`src/rtl/pwconv_pkg.sv`:
```
// Shared types and arithmetic helpers for the depthwise-separable conv stages.
// sat8 and rshift_round are also used by the depthwise stage.
package pwconv_pkg;

  localparam int ACC_W = 32;

  typedef enum logic {
    ST_IDLE = 1'b0,
    ST_RUN  = 1'b1
  } state_t;

  function automatic logic signed [7:0] sat8(input logic signed [ACC_W-1:0] v);
    if (v > 127)
      return 8'sd127;
    else if (v < -128)
      return 8'sh80;
    else
      return v[7:0];
  endfunction

  // Add half an LSB, then arithmetic shift: round-half-up on the kept LSB.
  function automatic logic signed [ACC_W-1:0] rshift_round(input logic signed [ACC_W-1:0] v,
                                                          input int shift);
    if (shift <= 0)
      return v;
    return (v + ($signed(ACC_W'(1)) <<< (shift - 1))) >>> shift;
  endfunction

  function automatic logic signed [7:0] w_init(input int co, input int ci);
    return (co == ci) ? 8'sd127 : 8'(ci - co);
  endfunction

  function automatic logic signed [ACC_W-1:0] b_init(input int co, input int shift);
    if (shift <= 0)
      return ACC_W'(co);
    return ACC_W'(co) <<< shift;
  endfunction

endpackage

```
`src/rtl/pw_requant.sv`:
```
// Requantisation of a 32-bit accumulator value to int8: round, shift, saturate.
module pw_requant
  import pwconv_pkg::*;
#(
  parameter int SHIFT = 7
) (
  input  logic signed [ACC_W-1:0] v,
  output logic signed [7:0]       r
);

  assign r = sat8(rshift_round(v, SHIFT));

endmodule

```
`src/rtl/pwconv1d_int8.sv`:
```
// Pointwise 1x1 INT8 convolution: one MAC per cycle over a snapshotted input.
//
// state   | meaning
// --------+--------------------------------------------------
// ST_IDLE | waiting for start; z holds last job's results
// ST_RUN  | stepping ci (inner), t, co (outer); one MAC/cycle
module pwconv1d_int8
  import pwconv_pkg::*;
#(
  parameter int CIN   = 4,
  parameter int COUT  = 4,
  parameter int L     = 14,
  parameter int SHIFT = 7
) (
  input  logic              clk,
  input  logic              rst_n,
  input  logic              start,
  input  logic signed [7:0] x [CIN][L],
  output logic              busy,
  output logic              done,
  output logic signed [7:0] z [COUT][L]
);

  localparam int CI_W = (CIN > 1) ? $clog2(CIN) : 1;
  localparam int CO_W = (COUT > 1) ? $clog2(COUT) : 1;
  localparam int T_W  = (L > 1) ? $clog2(L) : 1;

  state_t state, state_nxt;

  logic signed [7:0]       xb [CIN][L];
  logic [CI_W-1:0]         ci;
  logic [CO_W-1:0]         co;
  logic [T_W-1:0]          t;
  logic signed [ACC_W-1:0] acc;
  logic                    done_q;

  logic                    ci_last, t_last, co_last, job_last;
  logic signed [7:0]       x_cur, w_cur;
  logic signed [15:0]      prod;
  logic signed [ACC_W-1:0] v;
  logic signed [7:0]       r;

  assign ci_last  = (ci == CI_W'(CIN - 1));
  assign t_last   = (t == T_W'(L - 1));
  assign co_last  = (co == CO_W'(COUT - 1));
  assign job_last = ci_last && t_last && co_last;

  always_comb begin
    x_cur = xb[ci][t];
    w_cur = w_init(int'(co), int'(ci));
    prod  = x_cur * w_cur;
    v     = acc + ACC_W'(prod) + b_init(int'(co), SHIFT);
  end

  pw_requant #(.SHIFT(SHIFT)) u_requant (
    .v(v),
    .r(r)
  );

  always_ff @(posedge clk) begin
    if (!rst_n)
      state <= ST_IDLE;
    else
      state <= state_nxt;
  end

  always_comb begin
    state_nxt = state;
    case (state)
      ST_IDLE: if (start)    state_nxt = ST_RUN;
      ST_RUN:  if (job_last) state_nxt = ST_IDLE;
      default:               state_nxt = ST_IDLE;
    endcase
  end

  always_comb begin
    busy = (state == ST_RUN);
    done = done_q;
  end

  always_ff @(posedge clk) begin
    if (!rst_n) begin
      ci     <= '0;
      co     <= '0;
      t      <= '0;
      acc    <= '0;
      done_q <= 1'b0;
      for (int i = 0; i < CIN; i++)
        for (int j = 0; j < L; j++)
          xb[i][j] <= '0;
      for (int i = 0; i < COUT; i++)
        for (int j = 0; j < L; j++)
          z[i][j] <= '0;
    end else begin
      done_q <= 1'b0;
      case (state)
        ST_IDLE: begin
          if (start) begin
            xb  <= x;
            ci  <= '0;
            co  <= '0;
            t   <= '0;
            acc <= '0;
          end
        end
        ST_RUN: begin
          if (ci_last) begin
            z[co][t] <= r;
            acc      <= '0;
            ci       <= '0;
            if (t_last) begin
              t  <= '0;
              co <= co_last ? '0 : co + 1'b1;
            end else begin
              t <= t + 1'b1;
            end
            done_q <= co_last && t_last;
          end else begin
            acc <= acc + ACC_W'(prod);
            ci  <= ci + 1'b1;
          end
        end
        default: ;
      endcase
    end
  end

endmodule
```
`config.mk`:
```
export PLATFORM = sky130hd
export DESIGN_NAME = pwconv1d_int8
export DESIGN_NICKNAME = d
export VERILOG_FILES = /design/src/rtl/pwconv_pkg.sv /design/src/rtl/pw_requant.sv /design/src/rtl/pwconv1d_int8.sv
export SDC_FILE = /design/constraint.sdc
export NUM_CORES = 2
export LEC_CHECK = 0
export CAP_MARGIN = 25
export CORE_AREA = 5 5 344 346
export DETAILED_ROUTE_END_ITERATION = 12
export DIE_AREA = 0 0 349 351
export PLACE_DENSITY = 0.7
export SYNTH_ARGS = -nofsm -noshare
export SYNTH_HDL_FRONTEND = slang
export SYNTH_HIERARCHICAL = 1
export SYNTH_SLANG_ARGS = --single-unit
```
`constraint.sdc`:
```
create_clock -name clk -period 12.7 [get_ports clk]
set_input_delay 3.175 -clock clk [delete_from_list [all_inputs] [get_ports clk]]
set_output_delay 3.175 -clock clk [all_outputs]
set_load 0.03 [all_outputs]
```
### After elaboration in Yosys (flattened, before gate mapping)

Cells that the tools add are included.

* flip-flop bits (word level): 938
* latch bits: 0
* RAM bits: 0
* memory bits (read-only): 0
* input port bits: 451
* word-level logic and storage cells: 185
* memories kept: 0

* $add $sub $neg: 7
* multipliers: 1
* divide/modulo/power cells: 0
* $lt $le $gt $ge: 7
* equality and inequality tests: 7
* shift-type cells: 0
* mux-type cells: 31
* bitwise operators: 4
* reduce and logical (&&, ||, !) cells: 10

Operators with widths (number)
* 448-bit bitwise mux: 1
* 112-bit two-way mux: 3
* 112-bit binary-select mux with 2-bit select: 1
* 112-bit demux with 2-bit select: 1
* 32-bit two-way mux: 2
* 32-bit one-hot mux with 2 select lines: 1
* 8-bit two-way mux: 6
* 32-bit by 10-bit adder with 32-bit output: 1
* 32-bit by 16-bit adder with 32-bit output: 1
* 32-bit by 8-bit adder with 32-bit output, second input constant: 1
* 8-bit binary-select mux with 4-bit select: 1
* 8-bit demux with 4-bit select: 1
* 25-bit by 8-bit > comparator with 1-bit output, second input constant: 1
* 25-bit by 8-bit less-than comparator with 1-bit output, second input constant: 1
* 8-bit by 8-bit multiplier with 16-bit output: 1
* 4-bit two-way mux: 3
* 2-bit two-way mux: 5
* 2-bit one-hot mux with 2 select lines: 2
* 4-bit one-hot mux with 2 select lines: 1
* 3-bit greater-or-equal comparator, second input constant: 2
* 2-bit inverter with 3-bit output: 2
* 2-bit AND reduction: 3
* 3-bit AND reduction: 2
* 5-bit greater-or-equal comparator, second input constant: 1
* other kinds (15): 23

### Logic depth before layout (Yosys ltp)

* depth after elaboration: 15
* depth in mapped cells: 45

### Cells and area by module

Netlist, hierarchy kept.

By module, submodules not included
* pwconv1d_int8: times used 1, cells each 5070, area each 42211.7 um^2, seq. area each 18778.0 um^2
* pw_requant: times used 1, cells each 107, area each 723.2 um^2, seq. area each 0.0 um^2

### Least setup slack after synthesis

Ideal clock, no wire load.

* kind: reg2reg
* start: register ci[0]
* end: register z[328] in the netlist's numbering
* arrival: 11.286 ns
* data required time: 12.629 ns
* setup slack: 1.343 ns
* cell stages (with the launch flop): 40
* buffers on the path: 9
* cells stage by stage: dfxtp_1 -> buf_4 -> buf_4 -> buf_4 -> buf_4 -> buf_4 -> buf_2 -> inv_1 -> ha_1 -> nand2_1 -> and2_1 -> nor2_1 -> inv_1 -> fa_1 -> xnor2_1 -> xnor2_1 -> fa_1 -> fa_1 -> [... 4 more ...] -> a31oi_2 -> o221ai_2 -> a211o_1 -> xor2_1 -> nand4_1 -> or3b_2 -> xnor2_1 -> nand3_1 -> nor4_2 -> nor2b_1 -> mux2_2 -> nor2_1 -> o41ai_4 -> o21ai_1 -> clkbuf_1 -> clkbuf_1 -> nand3_1 -> a21oi_1

* longest elaborated chain between the ends: 15
* elaborated cells between the ends (all ways): 21
* classes of those cells: add/sub (4); mul (1); order compare (2); eq/ne (2); mux (10); bitwise (1); reduce/logical (1)

RTL lines
* start: declaration: line pwconv1d_int8.sv:31 `logic [CI_W-1:0] ci;`
* start signal: assignment: line pwconv1d_int8.sv:120 `ci <= ci + 1'b1;`
* 2-bit inverter with 3-bit output (implied by the code): line pwconv1d_int8.sv:49 `x_cur = xb[ci][t];`
* 112-bit binary-select mux with 2-bit select: line pwconv1d_int8.sv:49
* 112-bit two-way mux (implied by the code) (2 in a row): line pwconv1d_int8.sv:49
* 8-bit binary-select mux with 4-bit select: line pwconv1d_int8.sv:49
* 8-bit two-way mux (implied by the code) (2 in a row): line pwconv1d_int8.sv:49
* 8-bit by 8-bit multiplier with 16-bit output *: line pwconv1d_int8.sv:51 `prod = x_cur * w_cur;`
* 32-bit by 16-bit adder with 32-bit output *: line pwconv1d_int8.sv:52 `v = acc + ACC_W'(prod) + b_init(int'(co), SHIFT);`
* 32-bit by 10-bit adder with 32-bit output *: line pwconv1d_int8.sv:52
* named net v[20]: line pwconv1d_int8.sv:40 `logic signed [ACC_W-1:0] v;`
* 32-bit by 8-bit adder with 32-bit output *: line pwconv_pkg.sv:26 `return (v + ($signed(ACC_W'(1)) <<< (shift - 1))) >>> shift;`
* 25-bit by 8-bit less-than comparator with 1-bit output: line pwconv_pkg.sv:15 `else if (v < -128)`
* 8-bit two-way mux: line pwconv_pkg.sv:15
* 8-bit two-way mux *: line pwconv_pkg.sv:13 `if (v > 127)`
* named net r[0]: line pwconv1d_int8.sv:41 `logic signed [7:0] r;`
* 448-bit bitwise mux *: line pwconv1d_int8.sv:108 `z[co][t] <= r;`
* end signal: indexed assignment: line pwconv1d_int8.sv:108
* end: declaration: line pwconv1d_int8.sv:21 `output logic signed [7:0] z [COUT][L]`

Mark *: on every way through the listed nets, which the timed path passes. The rest lies on a longest branch. The select of a mux whose other input is x is not followed.
A chain may end at the register's enable or synchronous reset.

### Final worst setup path

* start: register ci[0]
* end: register z[78] in the netlist's numbering

Same word-level chain as after synthesis.

==> results.ini <==
[status]
status = finished, final reports clean

[power_and_ir_drop]
power_w = 0.009932
power_density_nw_per_um2 = 174.4
ir_drop_mv = 0.2122
p_leak_nw = 20.40

[global_routing]
track_usage_pct = 26.65
overflow = 0
grt_pass1_vias = 38331
antenna_found_initial = 40
grt_max_degree = 228
grt_pass1_wl_um = 249400

[worst_setup_path]
r2r_start = ci[0]$_SDFFE_PN0P_
r2r_cells = 35
crit_fanout = 22
crit_start = ci[0]$_SDFFE_PN0P_
worst_path_max_delay_cell = o21ai_4
slowest_delay_ps = 670
start_kind = flop
r2r_end = z[78]$_SDFFE_PN0P_
cp-end-kind = flop
crit_top_cell = fa_1
critPathRequiredTime_ps = 13280
r2r_slack_ps = 820
endpoint = z[78]$_SDFFE_PN0P_
critPathKind = flop to flop
cp_data_arrival_time_ps = 12470

[clock_tree]
cts-buffers-inserted = 99
cts_tree = done
clk_root_buffer_cell = clkbuf_16
clk_path_buf_depth = 3
path_clk_slew_ps = 60
htree_levels = 3
cts_hold_buf = 0
cts.sinks = 938
clk_latency_ps = 690

[detailed_routing]
vias_per_cell = 5.407
drt_iter0_drc = 3691
drc_errors = 0
wl_per_cell_um = 23.16
totalWireLength_um = 174400
vias = 40711
ant_nets = 0
firstDrtPassIters = 6

[worst_hold_path]
hold_class = flop to flop

[yosys]
async_flop_share_pct = 0
synthMuxAreaShare_pct = 7.466
synth.avg_cell_area_um2 = 8.293
ys_types = 92
synth-seq-cells = 938
synthSimpleGateAreaFrac_pct = 20.88
synth-edff-count = 0
synth_xor_area_share_pct = 1.346
synth_flop_cell = dfxtp_1
synth_top_family_by_area = simple AND/OR/NAND/NOR gates
synth_nets = 5837
syn-cell-area_um2 = 42930
synthCells = 5177
ys_seq_area_share_pct = 43.74
synth_fa_ha_area_share_pct = 8.300
synth_area_leader_cell = dfxtp_1
synth.top_cell.area_share_pct = 43.74
synth_warnings = 6
synth_compound_area_share_pct = 13.65
synth_area_leaders = dfxtp_1, nand2_1, a21oi_1

[sta]
worst_slew_pin_slew_ps = 1244
hold_viol = 0
skew_ps = 52.30
rsz0062_at_grt = false
max-slew-margin-rel_pct = 17.08
setup_viol = 0
fin_crit_sh_pct = 93.58
fin_tns_setup_ps = 0
max_freq_ghz = 0.08415
slew_violations = 0
fin_crit_ps = 11880

[placement]
place.gp.congestion = 0.9117
hpwl_um = 127900
io_buffer_count = 900

[final_layout]
nets = 6566
final_common_cell = nand2_1
final_cell_mix = nand2_1, dfxtp_1, a21oi_1
drive_above_1_share_pct = 7.274
syn_to_final_growth_pct = 32.67
fill_cells = 10818

[floorplanning]
dieHeight_um = 351
core_um2 = 115100
io_pins = 901
rows = 125
dieArea_um2 = 122500
initial_utilization_pct = 37.30
die_width_um = 349

[job]
drv_cap = 0

==> kinds of logic (layout without fill, tap and decap cells) <==
kind of cell,after synthesis,after routing
AO/OA/AOI/OAI,1082,1085
multiplexers,182,182
flip-flops,938,938
other,0,25
AND/OR/NAND/NOR,2191,2191
adder cells (fa/ha/maj),210,210
buffers and inverters,508,1308
XOR/XNOR,66,66
==> worst min-delay path by stage <==
| stage | startpoint | to | slack, ps | depth (start not counted) |
|---|---|---|---|---|
| floorplan | xb[112]$_SDFFE_PN0P_ | xb[112]$_SDFFE_PN0P_ | 430 | 2 |
| global placement | xb[390]$_SDFFE_PN0P_ | xb[390]$_SDFFE_PN0P_ | 440 | 2 |
| detailed placement | xb[188]$_SDFFE_PN0P_ | xb[188]$_SDFFE_PN0P_ | 440 | 2 |
| CTS | xb[188]$_SDFFE_PN0P_ | xb[188]$_SDFFE_PN0P_ | 450 | 2 |
| global route | z[201]$_SDFFE_PN0P_ | z[201]$_SDFFE_PN0P_ | 460 | 2 |
| finish | xb[213]$_SDFFE_PN0P_ | xb[213]$_SDFFE_PN0P_ | 450 | 2 |
==> registers in the layout, summed over array words and instances (netlist names) <==
name  flops
z       448
xb      448
acc      32
ci        2
co        2
busy      1
done      1
t         4
==> worst max-delay path, delay by kind of cell, from the launching register on <==
family	cells	cell delay [ps]
XOR/XNOR	3	1410
AO/OA/AOI/OAI	8	2440
buffers and inverters	7	1310
AND/OR/NAND/NOR	10	2420
multiplexers	1	570
flip-flops	1	620
adder cells (fa/ha/maj)	6	2990
==> repair_timing <==
item	CTS	global route
gates resized for setup	0	1
setup buffers	0	4
endpoints found under the setup margin	0	97
==> where the power goes <==
part / leakage, nW / switching [W] / internal [W]
sequential: 7.63 / 0.0000805 / 0.00305
clock: 1.62 / 0.00125 / 0.00169
combinational: 11.2 / 0.00262 / 0.00123
==> per-stage QoR <==
stage	hold WS [ps]	instance area [µm²]	utilization, %	setup WS, ps	instances
2_1_floorplan	433.1	42930	-	1343	5177
3_5_place_dp	443.7	53450	46.43	729.7	7318
6_report	448.9	56960	49.49	815.8	7529
3_3_place_gp	439.5	53360	46.36	764.9	7314
4_1_cts	451.6	56730	49.28	670.8	7493
5_1_grt	464.9	56950	49.47	37.87	7523
==> per-layer routing <==
layer | part of all wire (%) | global-route usage [%] | up-vias
met3 | 8.7 | 5.760 | 379
met5 | 0.050 | 0 | -
met4 | 5.4 | 13.16 | 14
met2 | 46 | 42.91 | 1944
met1 | 40 | 34.03 | 19589
li1 | - | - | 18785
==> Yosys cell counts (all sizes together), types with 5 or more instances <==
cell type / number
buf: 54
a211oi: 6
o21ai: 41
and2: 8
clkbuf: 311
a21oi: 904
nand2b: 17
a31oi: 11
nor2b: 17
xnor2: 44
a22oi: 47
mux2: 6
inv: 143
and3: 13
mux4: 110
or2: 5
nand3: 221
nor3: 20
dfxtp: 938
nor4: 6
or3: 7
o22ai: 9
nor2: 178
nor3b: 5
nand4: 16
mux2i: 66
a21o: 9
xor2: 22
nand2: 1653
fa: 125
o211ai: 9
o2111ai: 5
ha: 84
==> area by class of cell <==
class / count / area (µm²) / share of cell area [%]
multi-input cells: 3734 / 22400 / 39.32
clock inverters: 38 / 425.4 / 0.7468
well taps: 1524 / 1907 / 3.347
diodes: 25 / 62.56 / 0.1098
inverters: 143 / 544.3 / 0.9555
clock buffers: 137 / 2854 / 5.010
flip-flops and latches: 938 / 18790 / 32.98
repair buffers: 990 / 9983 / 17.53
(Power assumes the default switching activity.)
